File: src/rtl/x9_pkg.sv
// Shared definitions for the X9 core: sequencer state encoding and the
// default widths used by the sequencer, instruction ROM and top level.
package x9_pkg;

    // Default program-counter / instruction-address width.
    localparam int PCW_DEF  = 10;
    // Default width of the run performance counters.
    localparam int CNTW_DEF = 16;

    // Run-controller states. IDLE is the all-zero encoding so that a
    // freshly reset sequencer reads back as 0 on the debug state output.
    typedef enum logic [2:0] {
        IDLE  = 3'd0,
        FETCH = 3'd1,
        EXEC  = 3'd2,
        MEM   = 3'd3,
        DONE  = 3'd4
    } seq_state_t;

    // True for the states in which a run is in progress.
    function automatic logic state_is_busy(input seq_state_t s);
        return (s == FETCH) || (s == EXEC) || (s == MEM);
    endfunction

endpackage

File: src/rtl/x9_sat_counter.sv
// Saturating up-counter used for the retired-instruction and cycle
// counters. A synchronous clear wins over increment; once the count
// reaches all-ones it holds there until cleared or reset.
module x9_sat_counter
    import x9_pkg::*;
#(
    parameter int WIDTH = CNTW_DEF
) (
    input  logic             clk,
    input  logic             rst,
    input  logic             clr,
    input  logic             inc,
    output logic [WIDTH-1:0] count
);

    // Counter register: clear has priority, increment stops at all-ones.
    always_ff @(posedge clk or posedge rst) begin
        if (rst) begin
            count <= '0;
        end else if (clr) begin
            count <= '0;
        end else if (inc && (count != {WIDTH{1'b1}})) begin
            count <= count + 1'b1;
        end
    end

endmodule

File: src/rtl/x9_sequencer.sv
// X9 run controller. Steps each instruction through FETCH, EXEC and (for
// lb/sb) MEM, owns the program counter including branch redirection and
// the halt address, gates the register-file and data-memory strobes and
// provides the Req/Ack run handshake plus saturating run counters.
//
// Handshake: Req is only looked at in IDLE; an accepted Req loads PC from
// StartAddr and clears both counters. The run ends when the instruction at
// HaltAddr retires; the following cycle is DONE, where Ack is high for
// exactly one cycle, after which the controller is back in IDLE. Req seen
// while Busy or in DONE is dropped, not queued.
module x9_sequencer
    import x9_pkg::*;
#(
    parameter int PCW  = PCW_DEF,
    parameter int CNTW = CNTW_DEF
) (
    input  logic            Clk,
    input  logic            Reset,
    input  logic            Req,
    input  logic [PCW-1:0]  StartAddr,
    input  logic [PCW-1:0]  HaltAddr,
    input  logic            BranchInst,
    input  logic            MemRead,
    input  logic            MemWrite,
    input  logic            RegWrite,
    input  logic            BranchTaken,
    input  logic [PCW-1:0]  BranchTarget,
    input  logic            MemReady,
    output logic [PCW-1:0]  PC,
    output logic            InstrValid,
    output logic            RegWriteEn,
    output logic            MemReq,
    output logic            MemWe,
    output logic            Busy,
    output logic            Ack,
    output logic [CNTW-1:0] InstrCount,
    output logic [CNTW-1:0] CycleCount,
    output logic [2:0]      dbg_state
);

    seq_state_t     state;
    seq_state_t     state_nxt;

    logic [PCW-1:0] pc_q;
    logic [PCW-1:0] pc_nxt;
    logic [PCW-1:0] pc_adv;

    // Memory-instruction flags captured in EXEC so MEM does not depend on
    // the decoder outputs staying stable while the access is pending.
    logic           mrd;
    logic           mwr;
    logic           rw;
    logic           latch_en;

    logic           retire;
    logic           cnt_clr;
    logic           mem_op;

    assign mem_op = MemRead | MemWrite;

    // State register.
    always_ff @(posedge Clk or posedge Reset) begin
        if (Reset) begin
            state <= IDLE;
        end else begin
            state <= state_nxt;
        end
    end

    // Program counter and latched memory-instruction flags.
    always_ff @(posedge Clk or posedge Reset) begin
        if (Reset) begin
            pc_q <= '0;
            mrd  <= 1'b0;
            mwr  <= 1'b0;
            rw   <= 1'b0;
        end else begin
            pc_q <= pc_nxt;
            if (latch_en) begin
                mrd <= MemRead;
                mwr <= MemWrite;
                rw  <= RegWrite;
            end
        end
    end

    // Next-state, PC update and per-state output decode.
    always_comb begin
        state_nxt  = state;
        pc_nxt     = pc_q;
        pc_adv     = pc_q + 1'b1;
        latch_en   = 1'b0;
        retire     = 1'b0;
        cnt_clr    = 1'b0;
        InstrValid = 1'b0;
        RegWriteEn = 1'b0;
        MemReq     = 1'b0;
        MemWe      = 1'b0;
        Ack        = 1'b0;

        case (state)
            IDLE: begin
                if (Req) begin
                    pc_nxt    = StartAddr;
                    cnt_clr   = 1'b1;
                    state_nxt = FETCH;
                end
            end

            FETCH: begin
                InstrValid = 1'b1;
                state_nxt  = EXEC;
            end

            EXEC: begin
                if (mem_op) begin
                    latch_en  = 1'b1;
                    state_nxt = MEM;
                end else begin
                    retire     = 1'b1;
                    RegWriteEn = RegWrite;
                    if (BranchInst && BranchTaken) begin
                        pc_adv = BranchTarget;
                    end
                end
            end

            MEM: begin
                MemReq = 1'b1;
                MemWe  = mwr;
                if (MemReady) begin
                    retire = 1'b1;
                    // A combined read+write is treated as a store, so the
                    // register file is never written for it.
                    RegWriteEn = rw & mrd & ~mwr;
                end
            end

            DONE: begin
                Ack       = 1'b1;
                state_nxt = IDLE;
            end

            default: begin
                state_nxt = IDLE;
            end
        endcase

        // Retiring the halt instruction freezes PC at HaltAddr and ends the
        // run; anything else moves on to the next fetch.
        if (retire) begin
            if (pc_q == HaltAddr) begin
                state_nxt = DONE;
            end else begin
                state_nxt = FETCH;
                pc_nxt    = pc_adv;
            end
        end
    end

    assign Busy      = state_is_busy(state);
    assign PC        = pc_q;
    assign dbg_state = state;

    x9_sat_counter #(
        .WIDTH (CNTW)
    ) u_instr_cnt (
        .clk   (Clk),
        .rst   (Reset),
        .clr   (cnt_clr),
        .inc   (retire),
        .count (InstrCount)
    );

    x9_sat_counter #(
        .WIDTH (CNTW)
    ) u_cycle_cnt (
        .clk   (Clk),
        .rst   (Reset),
        .clr   (cnt_clr),
        .inc   (Busy),
        .count (CycleCount)
    );

endmodule

File: config.mk
export PLATFORM = sky130hd
export DESIGN_NAME = x9_sequencer
export DESIGN_NICKNAME = d
export VERILOG_FILES = /design/src/rtl/x9_pkg.sv /design/src/rtl/x9_sat_counter.sv /design/src/rtl/x9_sequencer.sv
export SDC_FILE = /design/constraint.sdc
export NUM_CORES = 1
export LEC_CHECK = 0
export BUFFER_PORTS_ARGS = -buffer_cell sky130_fd_sc_hd__buf_2
export CAP_MARGIN = 40
export CORE_MARGIN = 2
export CORE_UTILIZATION = 50
export CTS_BUF_LIST = sky130_fd_sc_hd__clkbuf_4 sky130_fd_sc_hd__clkbuf_8
export DETAILED_ROUTE_END_ITERATION = 6
export GPL_ROUTABILITY_DRIVEN = 0
export MAX_ROUTING_LAYER = met4
export PLACE_DENSITY = 0.78
export SYNTH_ARGS = -nofsm -noshare
export SYNTH_HDL_FRONTEND = slang
export SYNTH_SLANG_ARGS = --single-unit
File: constraint.sdc
create_clock -name Clk -period 2.1 [get_ports Clk]
set_clock_uncertainty 0.15 [all_clocks]
set_input_delay 0.42 -clock Clk [delete_from_list [all_inputs] [get_ports Clk]]
set_output_delay 0.42 -clock Clk [all_outputs]
set_load 0.02 [all_outputs]
[After elaboration in Yosys (flattened, before gate mapping)]
Cells that the tools add are included.
Cells by class
  order comparisons: 0
  divide/modulo/power cells: 0
  muxes and demuxes: 30
  shifts and indexed selects: 0
  reduce and logical (&&, ||, !) cells: 9
  multiply operators: 0
  eq/ne operators: 10
  $add $sub $neg: 3
  bitwise logic cells: 4
Operator list (count)
  2-to-1 mux 10 bit: 7
  2-to-1 mux 16 bit: 4
  adder 16 x 1 -> 16 bit (second input constant): 2
  != test 16 bit (second input constant): 2
  2-to-1 mux 1 bit: 12
  2-to-1 mux 3 bit: 4
  case mux 3 bit (4 select lines): 1
  adder 10 x 1 -> 10 bit (second input constant): 1
  == test 10 bit: 1
  == test 3 x 2 -> 1 bit (second input constant): 2
  != test 3 x 2 -> 1 bit (second input constant): 2
  case mux 1 bit (2 select lines): 2
  nonzero test 2 bit: 2
  == test 3 x 1 -> 1 bit (second input constant): 1
  == test 3 bit (second input constant): 1
  logical AND 1 bit: 3
  logical NOT 3 bit: 1
  AND reduction 3 bit: 1
  bitwise AND 1 bit: 2
  logical OR 1 bit: 2
  != test 2 x 1 -> 1 bit (second input constant): 1
  NOT 1 bit: 1
  OR 1 bit: 1
Word-level totals
  input port bits: 39
  register bits: 48
  memory bits (read-only): 0
  logic and storage cells: 63
  bits in latches: 0
  RAM bits: 0
  memories: 0

[Logic depth before layout (Yosys ltp)]
  word-level depth: 6
  gate-level depth with buffers: 7
  gate-level depth less buffers: 6

[Cells and area by module]
Synthesis repeated with hierarchy kept, for this count alone.
Unflattened totals
  cell total of the unflattened synthesis: 331
  area total of the unflattened synthesis: 3089.2 µm²
Modules (own cells, without submodules)
  x9_sat_counter: area each 932.1 µm², times used 2, sequential area each 400.4 µm², cells an instance 101
  x9_sequencer: area each 1224.9 µm², times used 1, sequential area each 400.4 µm², cells an instance 129

[Worst setup path before layout]
No wires, ideal clock.
  path kind: reg-to-reg
  start: register u_cycle_cnt.count[0]
  end: register u_cycle_cnt.count[0]
  period minus slack after synthesis: 2052 ps
  slack: 48 ps
  cell stages (with the launch flop): 7
  data required time: 1829 ps
  data arrival time: 1781 ps
  cell sequence: dfrtp_1 -> ha_1 -> nand4_1 -> nor4_2 -> a311oi_1 -> xnor2_1 -> nor2_1
On the way
  longest elaborated chain between the ends: 3
  elaborated cells between the ends (all ways): 6
  classes of those cells: add/sub (1); eq/ne (1); mux (2); reduce/logical (2)
RTL lines
  start, declared: line x9_sat_counter.sv:13  | output logic [WIDTH-1:0] count
  start signal, assigned: line x9_sat_counter.sv:23  | count <= count + 1'b1;
  adder 16 x 1 -> 16 bit / != test 16 bit (equally long branches): line x9_sat_counter.sv:23, x9_sat_counter.sv:22
  2-to-1 mux 16 bit / logical AND 1 bit (equally long branches): line x9_sat_counter.sv:22  | end else if (inc && (count != {WIDTH{1'b1}})) begin
  2-to-1 mux 16 bit / nonzero test 2 bit (equally long branches)
Several ways; a longest one is shown, not always the timed one. The select of a mux whose other input is x is not followed.
A chain may end at the register's enable or synchronous reset.

[Final worst setup path]
  start: register state[2], in the netlist dbg_state[2]
  end: output Busy
On the way
  longest elaborated chain between the ends: 3
  elaborated cells between the ends (all ways): 5
  classes of those cells: eq/ne (3); reduce/logical (2)
RTL lines
  start, declared: line x9_sequencer.sv:41  | seq_state_t state;
  start signal, assigned: line x9_sequencer.sv:66  | state <= state_nxt;
  == test 3 x 1 -> 1 bit / == test 3 x 2 -> 1 bit (equally long branches): line x9_pkg.sv:22  | return (s == FETCH) || (s == EXEC) || (s == MEM);
  logical OR 1 bit: line x9_pkg.sv:22
  logical OR 1 bit (*): line x9_pkg.sv:22
  end, declared: line x9_sequencer.sv:34  | output logic Busy,
Every way passes the cells marked *; elsewhere a longest branch is shown, timed or not.

==> impl_metrics.py <==
metrics = {
    "grt": {
        "grtUsageMet3": 0.0360,
        "grt_util_met1": 0.305,
        "met2_usage": 0.360,
        "grt_most_used_layer": "met2",
        "grt.total_usage": 0.226,
        "overflow": 0,
        "antenna_found_initial": 0,
        "grt_pass1_vias": 2386,
        "grt_pass1_wl_um": 11200,
        "grt_max_degree": 49,
    },
    "hold_path": {
        "min_to": "rw",
        "min_from": "RegWrite",
        "hold_path_class": "in2reg",
        "holdPathStages": 2,
    },
    "timing": {
        "fin_tns_setup_ps": 0,
        "drv_slew": 0,
        "fin_crit_ps": 2030,
        "worstMarginPinSlew_ps": 580,
        "fmax_mhz": 492,
        "maxSlewHeadroom": 0.613,
        "hold_viol_final": 0,
        "finalSetupViolations": 0,
        "rsz0062_at_grt": "no",
        "finalCritPeriodShare": 0.968,
    },
    "worst_setup_path": {
        "startpoint_type": "flop",
        "worstPathArrival_ps": 1460,
        "crit_type": "reg2out",
        "reg2reg_slack_ps": 90,
        "reg2reg_to": "u_instr_cnt.count[15]",
        "path_cells": "o21ba_1, buf_2",
        "crit_buf_inv": 1,
        "path_depth": 2,
        "reg2reg_from": "u_instr_cnt.count[0]",
        "critPathTopFamily": "flip-flops",
        "max_stage_delay_ps": 480,
        "slowest_stage": "dfrtp_1",
        "worstPathRequired_ps": 1530,
        "endpoint_kind": "primary output",
        "crit_fanout": 7,
        "ff2ff_path_depth": 6,
    },
    "synth": {
        "syn-num-nets": 342,
        "synth_seq_cells": 48,
        "avgSynthCellArea_sq_um": 9.69,
        "synthFlopType": "dfrtp_1",
        "yosysWarnings": 0,
        "syn_inst": 300,
        "ys_types": 48,
        "syn_area_sq_um": 2910,
        "seq_area_frac_synth": 0.413,
        "synth_edf_count": 0,
        "async_reset_ff_frac": 1.00,
    },
    "clock_tree": {
        "clk_pin_slew_worst_paths_ps": 90,
        "cts_root_buf": "clkbuf_8",
        "insertion_delay_ps": 310,
        "post-cts-setup-buffer-count": 0,
        "cts_buffers": 5,
        "tritoncts": "yes",
        "clockBufferDepth": 2,
        "cts.sinks": 48,
        "htree_levels": 2,
    },
    "job": {
        "cap_viol_max_count": 0,
    },
    "route": {
        "final_antenna_net_count": 0,
        "dr.pass1.iters": 4,
        "totalWireLength_um": 6860,
        "viasPerCell": 5.50,
        "num_vias": 2584,
        "avgRoutedWirePerCell_um": 14.6,
        "drc": 0,
        "drtIter0Drc": 98,
    },
    "power_and_ir_drop": {
        "powerDensity_nw_per_um2": 1230,
        "pwr-share-clk": 0.156,
        "ir_drop_v": 0.000746,
        "power_frac_comb": 0.463,
        "power_uw": 4460,
        "p_leak_uw": 0.00179,
        "switching_share": 0.450,
        "p_int_uw": 2450,
        "power.share.sequential": 0.381,
        "p_switching_uw": 2010,
    },
    "floorplanning": {
        "num_rows": 27,
        "io_pins": 90,
        "die_y_um": 80.2,
        "die-width_um": 80.2,
        "start_util": 0.521,
        "dieArea_sq_um": 6440,
        "placeableCoreArea_sq_um": 5570,
    },
    "layout": {
        "stdcell_area_sq_um": 3620,
        "nNetsFinal": 439,
        "insertedDiodeCount": 0,
        "fin_util": 0.649,
        "fill_cells": 471,
        "seqCellArea_sq_um": 1200,
        "drive_gt1_frac": 0.309,
        "multi_input_area_sq_um": 1660,
        "area.growth.synth_to_final_pct": 24.5,
    },
    "run_status": {
        "status": "finished, final reports clean",
    },
    "placement": {
        "dpl_cell_area_sq_um": 3470,
        "hpwlAfterDp_um": 5070,
        "portBuffers": 89,
    },
}
-- layout by cell type (no fill, tap or decap), drive strengths merged, types with 2 or more instances in the layout --
cell	Yosys	final
a21oi	4	4
mux2i	31	31
ha	3	3
and4	2	2
nor4	6	6
clkbuf	1	5
xor2	15	15
nor2b	3	3
nor3b	3	3
a211oi	2	2
nand2	35	35
dfrtp	48	48
o21ai	10	10
inv	5	6
nand3	12	12
xnor2	23	23
nand4b	2	2
nor2	32	32
buf	7	97
and3	7	7
nor3	13	13
nand4	16	16
and2	4	4
nor4b	2	2
-- routing by layer --
metal	part of all wire	vias to the layer above
li1	-	1260
met1	0.46	1245
met2	0.48	73
met3	0.044	6
met4	0.011	0
met5	0	-
-- sequential cells by signal, summed over array words and instances, names as in the netlist --
register / cells
u_instr_cnt.count: 16
dbg_state: 3
PC: 10
mwr: 1
rw: 1
u_cycle_cnt.count: 16
mrd: 1
-- logic make-up (layout without fill, tap and decap cells) --
| kind of cell | count (synthesis) | count (layout) | synth area share |
|---|---|---|---|
| AOI/OAI and AO/OA | 24 | 24 | 0.0564 |
| xor gates and xnor gates | 38 | 38 | 0.115 |
| buffers and inverters | 13 | 111 | 0.0211 |
| and+or+nand+nor | 142 | 142 | 0.271 |
| muxes | 32 | 32 | 0.111 |
| adders and majority gates | 3 | 3 | 0.0129 |
| DFF | 48 | 48 | 0.413 |
-- cell type report --
type | instances | share of cell area
multi-input cells | 239 | 0.459
flip-flops and latches | 48 | 0.333
repair buffers | 98 | 0.146
well taps | 72 | 0.0249
clock buffers | 5 | 0.0190
clock inverters | 3 | 0.0128
inverters | 5 | 0.00519
-- synthesized netlist by cell type, types with 2 or more instances --
cell       n  share of area
o21ai_1    4         0.0069
o21ai_0    5         0.0086
and3_1     7          0.015
nand2_1   35          0.045
nor4_1     4         0.0086
and4_1     2         0.0060
nor4b_2    2          0.010
xor2_1    15          0.045
nor3_1    12          0.021
nor3b_1    2         0.0052
buf_2      6          0.010
and2_1     4         0.0086
ha_1       3          0.013
nor2b_1    3         0.0065
nand4_1   14          0.030
inv_1      5         0.0065
nor2_1    30          0.039
a21oi_1    4         0.0069
mux2i_1   31           0.11
nand3_1   12          0.021
xnor2_1   23          0.069
a211oi_1   2         0.0052
nor4_2     2         0.0086
dfrtp_1   48           0.41
nand4b_1   2         0.0060
-- worst max path at each step --
stage / startpoint / to / slack [ps]
floorplan: u_cycle_cnt.count[0] / u_cycle_cnt.count[0] / 50
global placement: dbg_state[2] / u_cycle_cnt.count[12] / 170
detailed placement: u_instr_cnt.count[0] / u_instr_cnt.count[4] / 160
CTS: dbg_state[1] / RegWriteEn / 30
global route: dbg_state[0] / RegWriteEn / 10
finish: dbg_state[2] / Busy / 70
-- per-stage QoR --
stage / setup WS (ps) / instances / hold WS [ps]
6_report: 68.2 / 470 / 219
5_1_grt: 9.98 / 470 / 223
4_1_cts: 33.4 / 470 / 220
3_5_place_dp: 162 / 461 / 326
3_3_place_gp: 169 / 461 / 315
2_1_floorplan: 47.9 / 300 / 295
-- power by group through the flow --
stage                     Clock (uW)  Combinational (uW)  Sequential, uW
after detailed placement           0                2060            1690
final                            697                2060            1700
after global placement             0                2000            1690
after global routing             753                2280            1750
after floorplan                    0                1160            1920
after CTS                        715                2070            1680
-- repair_timing --
action,4_1_cts,5_1_grt
resized for setup,1,5
endpoints found under the setup margin,1,6
hold buffers,1,0
gates cloned,0,0
hold endpoints to repair,36,0
pin swaps,0,1
No activity file was read; power rests on OpenSTA's default activity.
